File: src/rtl/ex_div_pkg.sv
// Shared widths, state encoding and handshake constants for the ex_div divider.
package ex_div_pkg;

  localparam int REG_BUS        = 32;
  localparam int DOUBLE_REG_BUS = 64;

  localparam logic [5:0] DIV_ITERATIONS = 6'd32;

  localparam logic DIV_RESULT_READY     = 1'b1;
  localparam logic DIV_RESULT_NOT_READY = 1'b0;
  localparam logic DIV_START            = 1'b1;
  localparam logic DIV_STOP             = 1'b0;

  typedef enum logic [1:0] {
    DIV_FREE   = 2'b00,
    DIV_BYZERO = 2'b01,
    DIV_ON     = 2'b10,
    DIV_END    = 2'b11
  } div_state_e;

endpackage

File: src/rtl/ex_div_if.sv
// Request/result bundle between the execute stage (master) and the divider (slave).
interface ex_div_if;
  import ex_div_pkg::*;

  logic                      signed_div_i;
  logic [REG_BUS-1:0]        opdata1_i;
  logic [REG_BUS-1:0]        opdata2_i;
  logic                      start_i;
  logic                      annul_i;
  logic [DOUBLE_REG_BUS-1:0] result_o;
  logic                      ready_o;

  modport master (
    output signed_div_i, opdata1_i, opdata2_i, start_i, annul_i,
    input  result_o, ready_o
  );

  modport slave (
    input  signed_div_i, opdata1_i, opdata2_i, start_i, annul_i,
    output result_o, ready_o
  );

endinterface

File: src/rtl/ex_div.sv
// ex_div: multi-cycle 32-bit radix-2 restoring divider for DIV/DIVU.
// Build option: define DIV_SIGNED_EN to enable the signed path; otherwise all divisions are unsigned.
//
// state      | meaning
// DIV_FREE   | idle, waiting for an accepted request
// DIV_BYZERO | divisor was zero, result forced to 0
// DIV_ON     | iterating; iter_cnt counts down the remaining quotient bits
// DIV_END    | result presented until start_i drops
module ex_div
  import ex_div_pkg::*;
(
  input  logic    clk,
  input  logic    rst,
  ex_div_if.slave div
);

  div_state_e                state_q, state_d;
  logic [5:0]                iter_cnt_q, iter_cnt_d;
  logic [64:0]               dividend_q, dividend_d;
  logic [REG_BUS-1:0]        divisor_q, divisor_d;
  logic [DOUBLE_REG_BUS-1:0] result_q, result_d;
  logic                      ready_q, ready_d;

  logic [32:0]               diff;
  logic [REG_BUS-1:0]        quot, rem;
  logic [REG_BUS-1:0]        op1_abs, op2_abs;
  logic                      div_unused;

`ifdef DIV_SIGNED_EN
  logic op1_neg_q, op1_neg_d;
  logic q_neg_q, q_neg_d;

  assign div_unused = dividend_q[32];
`else
  assign div_unused = ^{dividend_q[32], div.signed_div_i};
`endif

  always_comb begin
    state_d    = state_q;
    iter_cnt_d = iter_cnt_q;
    dividend_d = dividend_q;
    divisor_d  = divisor_q;
    result_d   = result_q;
    ready_d    = ready_q;

    diff    = {1'b0, dividend_q[63:32]} - {1'b0, divisor_q};
    op1_abs = div.opdata1_i;
    op2_abs = div.opdata2_i;
    quot    = dividend_q[31:0];
    rem     = dividend_q[64:33];

`ifdef DIV_SIGNED_EN
    op1_neg_d = op1_neg_q;
    q_neg_d   = q_neg_q;
    if (div.signed_div_i && div.opdata1_i[31]) op1_abs = ~div.opdata1_i + 32'd1;
    if (div.signed_div_i && div.opdata2_i[31]) op2_abs = ~div.opdata2_i + 32'd1;
    if (q_neg_q)   quot = ~dividend_q[31:0] + 32'd1;
    if (op1_neg_q) rem  = ~dividend_q[64:33] + 32'd1;
`endif

    case (state_q)
      DIV_FREE: begin
        ready_d  = DIV_RESULT_NOT_READY;
        result_d = '0;
        if (div.start_i == DIV_START && !div.annul_i) begin
          state_d    = (div.opdata2_i == '0) ? DIV_BYZERO : DIV_ON;
          iter_cnt_d = DIV_ITERATIONS;
          divisor_d  = op2_abs;
          dividend_d = {32'b0, op1_abs, 1'b0};
`ifdef DIV_SIGNED_EN
          op1_neg_d  = div.signed_div_i & div.opdata1_i[31];
          q_neg_d    = div.signed_div_i & (div.opdata1_i[31] ^ div.opdata2_i[31]);
`endif
        end
      end
      // ready_o comes from DIV_END, so a zero divisor reports one edge after leaving here
      DIV_BYZERO: begin
        state_d  = DIV_END;
        result_d = '0;
      end
      DIV_ON: begin
        if (div.annul_i) begin
          state_d    = DIV_FREE;
          ready_d    = DIV_RESULT_NOT_READY;
          iter_cnt_d = '0;
        end else if (iter_cnt_q != '0) begin
          dividend_d = diff[32] ? {dividend_q[63:0], 1'b0}
                                : {diff[31:0], dividend_q[31:0], 1'b1};
          iter_cnt_d = iter_cnt_q - 6'd1;
        end else begin
          result_d = {rem, quot};
          ready_d  = DIV_RESULT_READY;
          state_d  = DIV_END;
        end
      end
      DIV_END: begin
        if (div.start_i == DIV_STOP) begin
          state_d  = DIV_FREE;
          ready_d  = DIV_RESULT_NOT_READY;
          result_d = '0;
        end else begin
          ready_d  = DIV_RESULT_READY;
        end
      end
      default: state_d = DIV_FREE;
    endcase
  end

  always_ff @(posedge clk or posedge rst) begin
    if (rst) begin
      state_q    <= DIV_FREE;
      iter_cnt_q <= '0;
      dividend_q <= '0;
      divisor_q  <= '0;
      result_q   <= '0;
      ready_q    <= DIV_RESULT_NOT_READY;
`ifdef DIV_SIGNED_EN
      op1_neg_q  <= 1'b0;
      q_neg_q    <= 1'b0;
`endif
    end else begin
      state_q    <= state_d;
      iter_cnt_q <= iter_cnt_d;
      dividend_q <= dividend_d;
      divisor_q  <= divisor_d;
      result_q   <= result_d;
      ready_q    <= ready_d;
`ifdef DIV_SIGNED_EN
      op1_neg_q  <= op1_neg_d;
      q_neg_q    <= q_neg_d;
`endif
    end
  end

  assign div.result_o = result_q;
  assign div.ready_o  = ready_q;

endmodule

File: src/flat_wrapper.sv
// flat-port wrapper written by rule: the top's interface ports become plain ports
module ex_div_flat import ex_div_pkg::*;
  (clk, rst, div_signed_div_i, div_opdata1_i, div_opdata2_i, div_start_i, div_annul_i, div_result_o, div_ready_o);
  ex_div_if div_i ();
  input  logic clk;
  input  logic rst;
  input wire logic [$bits(div_i.signed_div_i)-1:0] div_signed_div_i;
  input wire logic [$bits(div_i.opdata1_i)-1:0] div_opdata1_i;
  input wire logic [$bits(div_i.opdata2_i)-1:0] div_opdata2_i;
  input wire logic [$bits(div_i.start_i)-1:0] div_start_i;
  input wire logic [$bits(div_i.annul_i)-1:0] div_annul_i;
  output wire logic [$bits(div_i.result_o)-1:0] div_result_o;
  output wire logic [$bits(div_i.ready_o)-1:0] div_ready_o;
  assign div_i.signed_div_i = div_signed_div_i;
  assign div_i.opdata1_i = div_opdata1_i;
  assign div_i.opdata2_i = div_opdata2_i;
  assign div_i.start_i = div_start_i;
  assign div_i.annul_i = div_annul_i;
  assign div_result_o = div_i.result_o;
  assign div_ready_o = div_i.ready_o;
  ex_div u_core (.clk(clk), .rst(rst), .div(div_i));
endmodule
File: config.mk
export PLATFORM = sky130hd
export DESIGN_NAME = ex_div_flat
export DESIGN_NICKNAME = d
export VERILOG_FILES = /design/src/rtl/ex_div_pkg.sv /design/src/rtl/ex_div_if.sv /design/src/rtl/ex_div.sv /design/src/flat_wrapper.sv
export SDC_FILE = /design/constraint.sdc
export NUM_CORES = 1
export LEC_CHECK = 0
export ABC_AREA = 1
export CORE_MARGIN = 2
export CORE_UTILIZATION = 55
export DETAILED_ROUTE_END_ITERATION = 10
export HOLD_SLACK_MARGIN = 0.05
export PLACE_DENSITY = 0.83
export SYNTH_ARGS = -nofsm -noshare
export SYNTH_HDL_FRONTEND = slang
export SYNTH_SLANG_ARGS = --single-unit
File: constraint.sdc
create_clock -name clk -period 16.9 [get_ports clk]
set_clock_uncertainty 0.15 [all_clocks]
set_input_delay 3.38 -clock clk [delete_from_list [all_inputs] [get_ports clk]]
set_output_delay 3.38 -clock clk [all_outputs]
set_load 0.005 [all_outputs]
==> results of run 1 <==
final timing paths:
check                                           to  depth (start not counted)                   from  slack [ns]
setup reg to reg             u_core.dividend_q[34]                         11   u_core.iter_cnt_q[0]       13.65
hold reg to reg              u_core.dividend_q[64]                          2  u_core.dividend_q[64]        0.34
setup / recovery              u_core.iter_cnt_q[4]                          8            div_annul_i       11.02
min in group asynchronous  u_core.div.result_o[37]                          2                    rst        3.35
max in group asynchronous     u_core.dividend_q[2]                          3                    rst       11.76
hold / removal               u_core.dividend_q[64]                          2  u_core.dividend_q[64]        0.34
Yosys cell counts:
cell	number
nand2_1	449
inv_1	272
dfrtp_1	170
nor2_1	80
nand3_1	78
o21ai_0	66
a21oi_1	48
o22ai_1	37
ha_1	35
o21ai_1	28
o211ai_1	22
clkbuf_1	19
buf_6	12
xnor2_1	12
a31oi_1	10
buf_2	9
nand4_1	9
buf_4	7
nor4_1	7
nand2_2	4
nor3_1	4
inv_2	3
nand2_4	3
nand3b_1	3
a21o_1	2
buf_1	2
nor2_2	2
nor2_4	2
o21bai_1	2
a21boi_1	1
and3_1	1
clkinv_1	1
fa_1	1
inv_4	1
nor2_8	1
nor3_2	1
o21a_1	1
xor2_1	1
routing by layer:
metal  up-vias  part of all wire (%)  track usage (%)
li1       4603                     -                -
met1      4236                    44             37.1
met2       312                    48             46.9
met3        69                   4.9             3.80
met4         0                   2.9             9.94
met5         -                     0                0
registers in the layout, indices dropped and copies added, names as in the netlist:
name                 count
u_core.dividend_q       65
u_core.div.result_o     64
u_core.divisor_q        32
u_core.iter_cnt_q        6
u_core.state_q           2
u_core.div.ready_o       1
area by class of cell:
type	count	share of cell area (%)
well taps	229	2.39
clock inverters	13	1.31
inverters	277	8.74
repair buffers	137	11.3
flip-flops and latches	170	35.5
clock buffers	18	3.66
multi-input cells	910	37.1
layout by cell type (no fill, tap or decap), types with 3 or more instances in the layout:
cell type / n
inv_2: 3
nand2_1: 449
nand3_1: 78
dfrtp_1: 170
nand4_1: 9
nand2_2: 4
o22ai_1: 37
nor2_1: 80
buf_4: 5
o21ai_0: 66
ha_1: 35
inv_1: 271
a31oi_1: 10
a21oi_1: 48
clkdlybuf4s50_1: 132
o21ai_1: 28
nand2_4: 3
nor3_1: 4
o211ai_1: 22
xnor2_1: 12
inv_6: 5
nor4_1: 7
clkinv_4: 3
clkbuf_16: 17
nand3b_1: 3
logic make-up after synthesis:
| kind of cell | synth area share [%] |
|---|---|
| DFF | 42.4 |
| AOI/OAI and AO/OA | 12.1 |
| xor gates and xnor gates | 1.13 |
| buffers and inverters | 13.5 |
| and+or+nand+nor | 26.4 |
| adders and majority gates | 4.56 |
worst min-delay path, delay by kind of cell (launching register included):
kind          cells  cell delay (ns)
flops             1             0.35
simple gates      2             0.10
per-stage QoR:
stage                     hold WS (ns)  std cells
after floorplan                  0.300       1406
after global placement           0.317       1723
after detailed placement         0.318       1723
after CTS                        0.337       1754
after global routing             0.367       1754
final                            0.337       1754
report_power, final:
group          total [mW]  leakage, nW  switching [mW]  internal, mW
clock               0.403        0.292           0.177         0.225
combinational       0.800         3.69           0.536         0.263
sequential          0.568         2.22          0.0484         0.519
==> run summary, run 1 <==
The wire length of the first global-routing pass is 43.8 mm. The area overhead of the layout relative to synthesis is 19.3%. The aggregate global routing overflow is 0. The via count of the first global-routing pass came out at 8811. Summing internal, switching and leakage power gives 1.77 mW. The headroom to the max-slew limit came out at between 30% and 40%. The kind of critical path is in2reg. The floorplan row count came out at 49.

The ratio of cells with drive above 1 in the final layout is 3.54%. The number of DRC markers after the initial detailed-route iteration came out at 582. Sorting the synthesized cells by area gives the leading types as dfrtp_1 42%, nand2_1 17%, inv_1 10%. The number of hold-slack violations in the final timing report is 0.

At the end of the flow the core is filled with cells to 66.7%. The largest driver fanout on the critical path is 37. The number of buffers added on ports came out at 132. The insertion delay to the later sink of the worst-skew pair is 0.43 ns. The overall routed net length came out at 26.4 mm. The portion of the post-synthesis area used by sequential elements is between 40% and 50%. The cell family contributing the most delay on the critical path is buffers and inverters. The largest individual stage delay along the critical path comes from the cell clkdlybuf4s50_1. The leakage power of the design is 6.20 nW. STA classifies the critical path startpoint as an input port.

The number of buffers inserted by hold repair at cts is 0. The largest total area in the synthesized netlist belongs to dfrtp_1. The post-route worst setup slack came out at 11.02 ns. The remaining number of nets flagged by the antenna check after routing came out at 0.

The count of distinct cell types in the synthesized netlist is 38. The final critical-path required period came out at 5.88 ns. The synthesized area per cell is roughly 7.1 um2. Setup violations remaining at the end of the flow were counted as 0.

The final-report max-slew violation count is 0. In this run the vertical extent of the chip is 139 um. The top-area cell type share of the netlist area came out at between 40% and 50%. Entering global routing, the biggest net connects 95 pins.

TritonCTS created 17 clock buffers. The largest buffer count on any clock path came out at 2. The initial standard-cell utilization of the core came out at a little under three fifths. The maximum clock rate came out at 170 MHz.

The estimated wirelength of the detail-placed design is 18.6 mm. The die covers 0.0194 mm2. The count of warnings emitted by yosys is 0. The post-detailed-route via-to-cell ratio came out at 5.26. The power density relative to cell area came out at 148 mW/mm2. The cell area after placement came out at 0.0114 mm2. The number of buffers and inverters on the critical path is 3. The H-tree was split into 4 levels.

The number of gates resized after cts came out at 0. The number of clock sinks seen by CTS came out at 170. The post-synthesis cell area came out at 0.0100 mm2. Timing analysis after detailed placement gives a worst setup slack of 10.66 ns.

The total track usage came out at 27.9%. The total I/O pin count is 134. The root buffer cell chosen for the clock tree is clkbuf_16. The flow ran to the end, and the final reports show no timing, DRC or antenna violations.

The data arrival time at the worst-slack endpoint came out at 6.05 ns. For the pin with the worst max-slew slack, the measured transition is 0.951 ns. The critical path's most frequent cell is nor2_1.

The clock slew at the register clock pins of the worst setup and hold paths is 0.07 ns. The final weighted congestion in routability-driven placement came out at 0.954. The worst ir drop on vdd is 173 uV.

The number of synthesized register bits came out at 170. The total via count in the routed design is about 9200. On the worst path, the slowest cell contributes a delay of just under 0.6 ns.

The signal on the critical path passes through clkdlybuf4s50_1, nor2_1, nand2_1, inv_1, buf_4, nor2_1, a21boi_1, o21a_1. The worst setup path is captured at a flip-flop. The number of antenna diodes in the final layout is 0. In the final design database the tool counted 1618 nets. The die is 139 um wide.

The summed area of non-filler cells in the final layout came out at approximately 0.012 mm2. The number of antenna violations at the first check in global routing came out at 0. The post-synthesis instance total is roughly 1400. The number of violations of the max-capacitance limit is 0. The area of the core came out at 0.0180 mm2. The number of iterations in the first detailed-routing pass came out at 6.

Counting every net in the synthesized netlist gives between 1500 and 2000. The aggregate negative setup slack came out at 0 ns. The worst hold path belongs to the class reg2reg. The post-route DRC violation count came out at 0. TritonCTS built the clock tree. The required time of the critical path came out at 17.08 ns. The footprint of the multi-input gates came out at about 0.0044 mm2. The number of fillers in the final layout is 1546. Setup repair after global routing left no endpoint under its margin. Once the clock tree was built, the setup fixing pass inserted 0 buffers. Across the whole layout, storage elements account for 0.00425 mm2. Dividing the final minimum period by the clock period gives between 30% and 40%. In the final routed layout, each cell accounts on average for 15.0 um.
No activity file was read; power rests on OpenSTA's default activity.
==> run 2: changes to the inputs <==
--- a/config.mk
+++ b/config.mk
@@ -7,10 +7,10 @@
 export LEC_CHECK = 0
 export ABC_AREA = 1
 export CORE_MARGIN = 2
-export CORE_UTILIZATION = 55
+export CORE_UTILIZATION = 51
 export DETAILED_ROUTE_END_ITERATION = 10
 export HOLD_SLACK_MARGIN = 0.05
-export PLACE_DENSITY = 0.83
+export PLACE_DENSITY = 0.81
 export SYNTH_ARGS = -nofsm -noshare
 export SYNTH_HDL_FRONTEND = slang
 export SYNTH_SLANG_ARGS = --single-unit
==> constraint.sdc (replaced) <==
create_clock -name clk -period 5.4 [get_ports clk]
set_clock_uncertainty 0.15 [all_clocks]
set_input_delay 1.08 -clock clk [delete_from_list [all_inputs] [get_ports clk]]
set_output_delay 1.08 -clock clk [all_outputs]
set_load 0.005 [all_outputs]
==> run 2 against run 1 <==
Effect of this change:
- die area rose by 7.6%
- non-clock buffer count rose by 3
- via count fell by 0.97%
- sequential cell count did not move
- clock-buffer cell count rose by 1
- clock power rose to 3.2 times the previous value
- highest routed layer unchanged
- largest power group unchanged
==> run summary, run 2 (synthesis results as in run 1) <==
The ratio of cells with drive above 1 in the final layout is 3.66% (+0.12 points). For this design, the slowest cell found on the critical path is inv_2. The critical path buffer and inverter count is 2 (-1). The number of buffers added on ports is 132 (unchanged). The worst ir drop on vdd is 476 uV (+180%). The number of cells on the critical path was 9 (+1). The wire length of the first global-routing pass came out at 42.7 mm (-2.4%).

The power density relative to cell area is 459 mW/mm2 (+210%). The kind of path behind the tightest hold check is reg2reg. The headroom to the max-slew limit was 37.6% (+0.98 points). The number of antenna violations at the first check in global routing is 0 (unchanged). The insertion delay to the later sink of the worst-skew pair is 0.43 ns (about the same). The cell count after placement came out at 1762 (+2.3%). The critical path goes through clkdlybuf4s50_1, nor2_8, nand2_4, nand2_2, nor2_4, inv_2, a21oi_1, nand2_1, nand2_1. The clock slew at the register clock pins of the worst setup and hold paths is 0.07 ns (about the same).

The post-CTS repair timing setup buffer count is 0 (unchanged). The final critical-path required period came out at ~3.4 ns. The initial standard-cell utilization of the core was 51.8% (-4.1 points).

Leaving out fill and tap cells, the most frequent cells in the layout are 449 x nand2_1, 271 x inv_1, 170 x dfrtp_1. The cell chosen for the clock root is clkbuf_16. The antenna diode instance count is 0 (unchanged). The final weighted congestion in routability-driven placement is 0.974 (+2.1%). Leaving out fill and tap cells, the most frequent cell in the layout is nand2_1. The post-detailed-route via-to-cell ratio came out at 5.09 (-3.1%).

The worst-case reg-to-reg path depth was 11 (unchanged). The kind of critical path is in2reg. The total I/O pin count came out at 134 (unchanged). The floorplan row count was 51 (+4.1%). The estimated wirelength of the detail-placed design is 19.0 mm (+1.9%). The area overhead of the layout relative to synthesis is 20.2%. The footprint of the multi-input gates came to 0.00444 mm2 (unchanged). The aggregate negative setup slack came out at 0 ns (unchanged). The number of clock sinks seen by CTS came out at 170 (unchanged). The largest driver fanout on the critical path came out at 48 (+30%). The post-route worst setup slack is 2.05 ns (-8.97 ns). The number of hold-slack violations in the final timing report came out at 0 (unchanged). The die extent in y is 144 um (+3.7%).

The actual transition at the worst max-transition pin is 0.935 ns (-0.0167 ns). The largest buffer count on any clock path came out at 2 (unchanged). The overall die width came out at 144 um (+3.7%). STA classifies the critical path startpoint as an input port. The data arrival time at the worst-slack endpoint was 3.51 ns (-2.54 ns).

The total via count in the routed design came out at 9131 (-0.97%). The number of gates resized after cts came out at 0 (unchanged). The area used by sequential logic in the layout came out at 0.00425 mm2 (unchanged).

The final-report max-slew violation count came out at 0 (unchanged). The flip-flop count of the largest register, all copies and words added came out at 65 (unchanged). The remaining number of nets flagged by the antenna check after routing was 0 (unchanged). The CTS tree is built. The largest net degree at the start of global routing was 110 (+16%). The area of the core is 0.0194 mm2 (+8.0%).

The via count of the first global-routing pass was 8811 (unchanged). Setup repair after global routing left no endpoint under its margin. The post-route DRC violation count is 0 (unchanged). The number of DRC markers after the initial detailed-route iteration came out at 650 (+12%). The share of the core filled with cells was 62.2% (-4.5 points).

The net count of the finished layout was 1621 (+0.19%). The required time of the critical path was 5.56 ns (-11.52 ns). The cell type group with the largest total delay on the critical path is buffers and inverters. Among the stages of the critical path, the cell type that occurs most often is nand2_1. The number of buffers inserted by hold repair at cts came out at 0 (unchanged). The delay of the slowest cell on the worst path came out at 0.62 ns (+0.04 ns). The number of CTS-inserted buffers came out at 17 (unchanged). The register ranked first by flip-flop count is u_core.dividend_q. The overall routed net length is 26.2 mm (-0.83%).

The leakage power of the design came to 6.22 nW (+0.26%). The number of iterations in the first detailed-routing pass is 5 (-1). The maximum clock rate came out at 298 MHz. The number of violations of the max-capacitance limit is 0 (unchanged). The total track usage came out at 26.1% (-1.7 points). The number of cells on the worst hold path came to 2 (unchanged). The flow ran to the end, and the final reports show no timing, DRC or antenna violations. The number of setup violations in the final report came out at 0 (unchanged). The final period utilization came out at 62.1%. The worst setup slack after placement came out at 1.63 ns (-9.03 ns). The CTS H-tree depth came to 4 (unchanged). The average detailed-routed wire length per instance came to 14.6 um (-3.0%). The worst setup path is captured at a flip-flop.

The aggregate global routing overflow is 0 (unchanged). The total die area is 0.0208 mm2 (+7.6%). The number of non-filler instances in the completed layout came out at 1793 (+2.2%). The number of fillers in the final layout is 1780 (+15%). The total power consumption of the routed design came out at 5.55 mW (+210%).
[run 2: per-stage QoR]
stage	hold WS [ns]	instance area, um2
2_1_floorplan	0.300	10000
3_3_place_gp	0.319	11500
3_5_place_dp	0.320	11500
4_1_cts	0.340	12100
5_1_grt	0.380	12100
6_report	0.341	12100
[run 2: path summary, 6_finish.rpt]
check	from	end	slack [ns]
min in group asynchronous	rst	u_core.div.result_o[30]	1.05
max in group asynchronous	rst	u_core.divisor_q[21]	2.99
worst max register to register	u_core.iter_cnt_q[0]	u_core.dividend_q[36]	2.13
worst max-delay path	div_annul_i	u_core.dividend_q[36]	2.05
worst min-delay path	u_core.divisor_q[25]	u_core.divisor_q[25]	0.34
worst min register to register	u_core.divisor_q[25]	u_core.divisor_q[25]	0.34
[run 2: per-layer routing]
layer	track usage [%]	wire length (um)	share of wire [%]
met2	43.2	12400	47
met5	0	0	0
met3	4.17	1370	5.2
met1	34.4	11600	44
met4	10.6	820	3.1
[run 2: cell type report]
class	count	share of cell area, %
Clock buffer	19	3.67
Clock inverter	12	1.34
Inverter	277	8.66
Multi-Input combinational cell	910	36.8
Sequential cell	170	35.2
Tap cell	265	2.75
Timing Repair Buffer	140	11.5
[run 2: report_power, final]
| group | total [mW] | internal, mW | switching, mW |
|---|---|---|---|
| logic | 2.49 | 0.827 | 1.67 |
| clock network | 1.28 | 0.745 | 0.530 |
| registers | 1.78 | 1.63 | 0.149 |
| total | 5.55 | 3.20 | 2.35 |
[run 2: worst min-delay path, cell delays in order, from the launching register on]
cell and delay [ns]:
dfrtp_1 0.35, nand2_1 0.05, o21ai_0 0.06
==> run 3: changes to the inputs <==
--- a/config.mk
+++ b/config.mk
@@ -7,10 +7,10 @@
 export LEC_CHECK = 0
 export ABC_AREA = 1
 export CORE_MARGIN = 2
-export CORE_UTILIZATION = 51
+export CORE_UTILIZATION = 55
 export DETAILED_ROUTE_END_ITERATION = 10
 export HOLD_SLACK_MARGIN = 0.05
-export PLACE_DENSITY = 0.81
+export PLACE_DENSITY = 0.83
 export SYNTH_ARGS = -nofsm -noshare
 export SYNTH_HDL_FRONTEND = slang
 export SYNTH_SLANG_ARGS = --single-unit
==> constraint.sdc (replaced) <==
create_clock -name clk -period 3.4 [get_ports clk]
set_clock_uncertainty 0.15 [all_clocks]
set_input_delay 0.68 -clock clk [delete_from_list [all_inputs] [get_ports clk]]
set_output_delay 0.68 -clock clk [all_outputs]
set_load 0.005 [all_outputs]
==> run 3 against run 2 <==
Effect of this change:
- power rose by 59%
- clock-buffer cell count down 2
- worst hold slack worse by 0.0041 ns
- critical path depth rose by 6
- final area grew 0.22%
- utilization rose by 5.1 points
- clock power rose by 55%
- largest cell class unchanged
- setup slack got worse by 1.6 ns
- sequential cell count did not move
- combinational power up 61%
- largest power group unchanged
==> run summary, run 3 (synthesis results as in run 1) <==
The worst setup path is captured at a flip-flop. The sequential group share of total power came to 32.0% (about the same). By startpoint and endpoint, the worst setup path is classified as reg2reg. The setup slack of the worst register-to-register path came out at 0.49 ns (-1.64 ns). The total power consumption of the routed design was 8.82 mW (+59%).

The number of setup violations in the final report is 0 (unchanged). The worst-case reg-to-reg path depth was 15 (+4). The number of non-filler instances in the completed layout is 1762 (-1.7%). The post-detailed-route via-to-cell ratio is 5.28 (+3.7%).

The net switching component of the power came out at 3.77 mW (+61%). The number of iterations in the first detailed-routing pass is 5 (unchanged). The overall die width came out at 139 um (-3.6%). The area of the core is 0.0180 mm2 (-7.4%).

The leakage power of the design came to 6.24 nW (+0.43%). The insertion delay to the later sink of the worst-skew pair came out at 0.43 ns (about the same). The path class of the tightest hold or removal check is reg2reg.

The total I/O pin count came out at 134 (unchanged). The CTS tree is built. The via count of the first global-routing pass is 9026 (+2.4%).

Timing would allow up to 344 MHz. The number of buffers inserted by hold repair at cts came out at 0 (unchanged). The total via count in the routed design is 9303 (+1.9%).

The worst setup path is launched from a flip-flop. The worst setup slack after placement is 0.441 ns (-1.19 ns). The worst ir drop on vdd came out at 600 uV (+26%).

The critical path buffer and inverter count is 1 (-1). On the critical path, the stage with the largest delay is an instance of dfrtp_1. The overall routed net length is 26.1 mm (-0.24%).

The flip-flop count of the largest register, all copies and words added was 65 (unchanged). The remaining number of nets flagged by the antenna check after routing is 0 (unchanged). The number of CTS-inserted buffers was 17 (unchanged).

The leading cell type in the layout, fill and taps excluded is nand2_1. The share of the core filled with cells is 67.3% (+5.1 points). The number of buffers added on ports came to 132 (unchanged).

The summed area of non-filler cells in the final layout is 0.0121 mm2 (+0.22%). The aggregate negative setup slack is 0 ns (unchanged). Grouping stages by cell kind, the critical path spends the most delay in simple AND/OR/NAND/NOR gates. The post-route worst setup slack is 0.490 ns (-1.56 ns). The floorplan row count is 49 (-3.9%). The net count of the finished layout came to 1625 (+0.25%). The actual transition at the worst max-transition pin came out at 0.832 ns (-0.103 ns). The number of violations of the max-capacitance limit is 0 (unchanged). The post-CTS repair timing setup buffer count is 0 (unchanged). The number of gates resized after cts is 0 (unchanged). The number of clock sinks seen by CTS is 170 (unchanged). The antenna diode instance count is 0 (unchanged).

The final-report max-slew violation count is 0 (unchanged). The area growth from synthesis to layout is 20.5%. The power share of the clock group came out at 22.6% (-0.4 points). The wire length of the first global-routing pass is 42.9 mm (+0.32%). The final period utilization is 85.6%.

Setup repair after global routing left no endpoint under its margin. The number of hold-slack violations in the final timing report was 0 (unchanged). The largest net degree at the start of global routing came out at 83 (-25%). The number of cells on the critical path is 15 (+6). The clock slew at the register clock pins of the worst setup and hold paths came out at 0.07 ns (about the same).

The ratio of cells with drive above 1 in the final layout is 4.04% (+0.38 points). The aggregate global routing overflow is 0 (unchanged). The CTS H-tree depth came out at 4 (unchanged). The number of fillers in the final layout came out at 1517 (-15%). The delay of the slowest cell on the worst path came to 0.40 ns (-0.22 ns).

The portion of total power attributed to combinational logic is 45.4% (+0.4 points). The headroom to the max-slew limit is 44.5% (+6.9 points). The signal on the critical path passes through ha_1, fa_1, inv_1, nand3_1, nand3_1, nand2_1, nand2_2, nand2_1, nand2_2, nand2_2, nand2_4, nand2_4, o21ai_0, nand2_1, nand2_1.

The die extent in y came out at 139 um (-3.6%). The required time of the critical path came out at 3.62 ns (-1.94 ns). The capture point of the critical path is u_core.dividend_q[37]. The fraction of power spent switching nets is 42.8% (+0.47 points). The initial standard-cell utilization of the core is 55.9% (+4.1 points). The total track usage is 27.4% (+1.3 points). The launch point of the worst path is u_core.divisor_q[0]. The final critical-path required period is 2.91 ns. The source of the worst register-to-register timing path is u_core.divisor_q[0]. The estimated wirelength of the detail-placed design came out at 18.8 mm (-0.68%). The cell count after placement is 1730 (-1.8%).

The post-route DRC violation count came out at 0 (unchanged). The number of DRC markers after the initial detailed-route iteration came out at 676 (+4.0%). The power density relative to cell area is 729 mW/mm2 (+59%). The endpoint identified for the worst register-to-register timing path is u_core.dividend_q[37]. The register ranked first by flip-flop count is u_core.dividend_q.

The run finished with clean final reports. The worst hold margin came to 0.337 ns (-0.00412 ns). The total die area is 0.0194 mm2 (-7.1%). Leaving out fill and tap cells, the most frequent cells in the layout are 449 x nand2_1, 271 x inv_1, 170 x dfrtp_1. The cell internal power dissipation is 5.05 mW (+58%). The number of antenna violations at the first check in global routing came out at 0 (unchanged). The average detailed-routed wire length per instance is 14.8 um (+1.5%). The data arrival time at the worst-slack endpoint was 3.13 ns (-0.38 ns). In this run the clock root is driven by a clkbuf_16. The largest buffer count on any clock path came out at 2 (unchanged).

The final weighted congestion in routability-driven placement is 0.993 (+2.0%). The largest driver fanout on the critical path is 32 (-33%). The cell area after placement is 0.0115 mm2 (+0.20%). The most numerous cell type found on the critical path is nand2_1.
==> run 3: cell types whose count changed in the layout (fill, tap and decap cells not counted), sizes merged <==
cell      before  now
buf            8   12
clkbuf        19   17
clkinv         3    5
bufinv         3    2
clkinvlp       3    4
inv          280  281
==> run 3: layout make-up <==
| class | instances | area [um2] | area share [%] |
|---|---|---|---|
| multi-input cells | 910 | 4440 | 36.7 |
| well taps | 229 | 287 | 2.37 |
| clock inverters | 15 | 183 | 1.51 |
| repair buffers | 144 | 1460 | 12.1 |
| inverters | 277 | 1050 | 8.65 |
| clock buffers | 17 | 425 | 3.52 |
| flip-flops and latches | 170 | 4250 | 35.2 |
==> run 3: worst min-delay path by stage <==
stage                     startpoint                 endpoint  slack (ns)  cells after the start
2_1_floorplan  u_core.dividend_q[64]    u_core.dividend_q[64]        0.30                      2
3_3_place_gp   u_core.dividend_q[64]    u_core.dividend_q[64]        0.32                      2
3_5_place_dp    u_core.divisor_q[29]     u_core.divisor_q[29]        0.32                      2
4_1_cts         u_core.divisor_q[29]     u_core.divisor_q[29]        0.34                      2
5_1_grt                          rst  u_core.div.result_o[34]        0.36                      2
6_report        u_core.divisor_q[29]     u_core.divisor_q[29]        0.34                      2
==> run 3: power groups by stage <==
stage / Clock, mW / Combinational (mW) / Sequential, mW
5_1_grt: 2.10 / 4.51 / 2.88
3_5_place_dp: 0 / 3.94 / 2.85
3_3_place_gp: 0 / 3.82 / 2.84
2_1_floorplan: 0 / 3.06 / 2.81
4_1_cts: 2.01 / 3.99 / 2.82
6_report: 1.99 / 4.01 / 2.82
==> run 3: metal layers <==
layer / wire [um] / part of all wire (%) / track usage (%)
met1: 11200 / 43 / 34.9
met2: 12500 / 48 / 46.3
met3: 1420 / 5.4 / 4.14
met4: 1020 / 3.9 / 12.5
met5: 0 / 0 / 0
==> run 3: tightest hold or removal path: cells and delay by family (launching register included) <==
| kind | cells | cell delay (ns) |
|---|---|---|
| AOI/OAI and AO/OA | 1 | 0.06 |
| and+or+nand+nor | 1 | 0.05 |
| DFF | 1 | 0.34 |
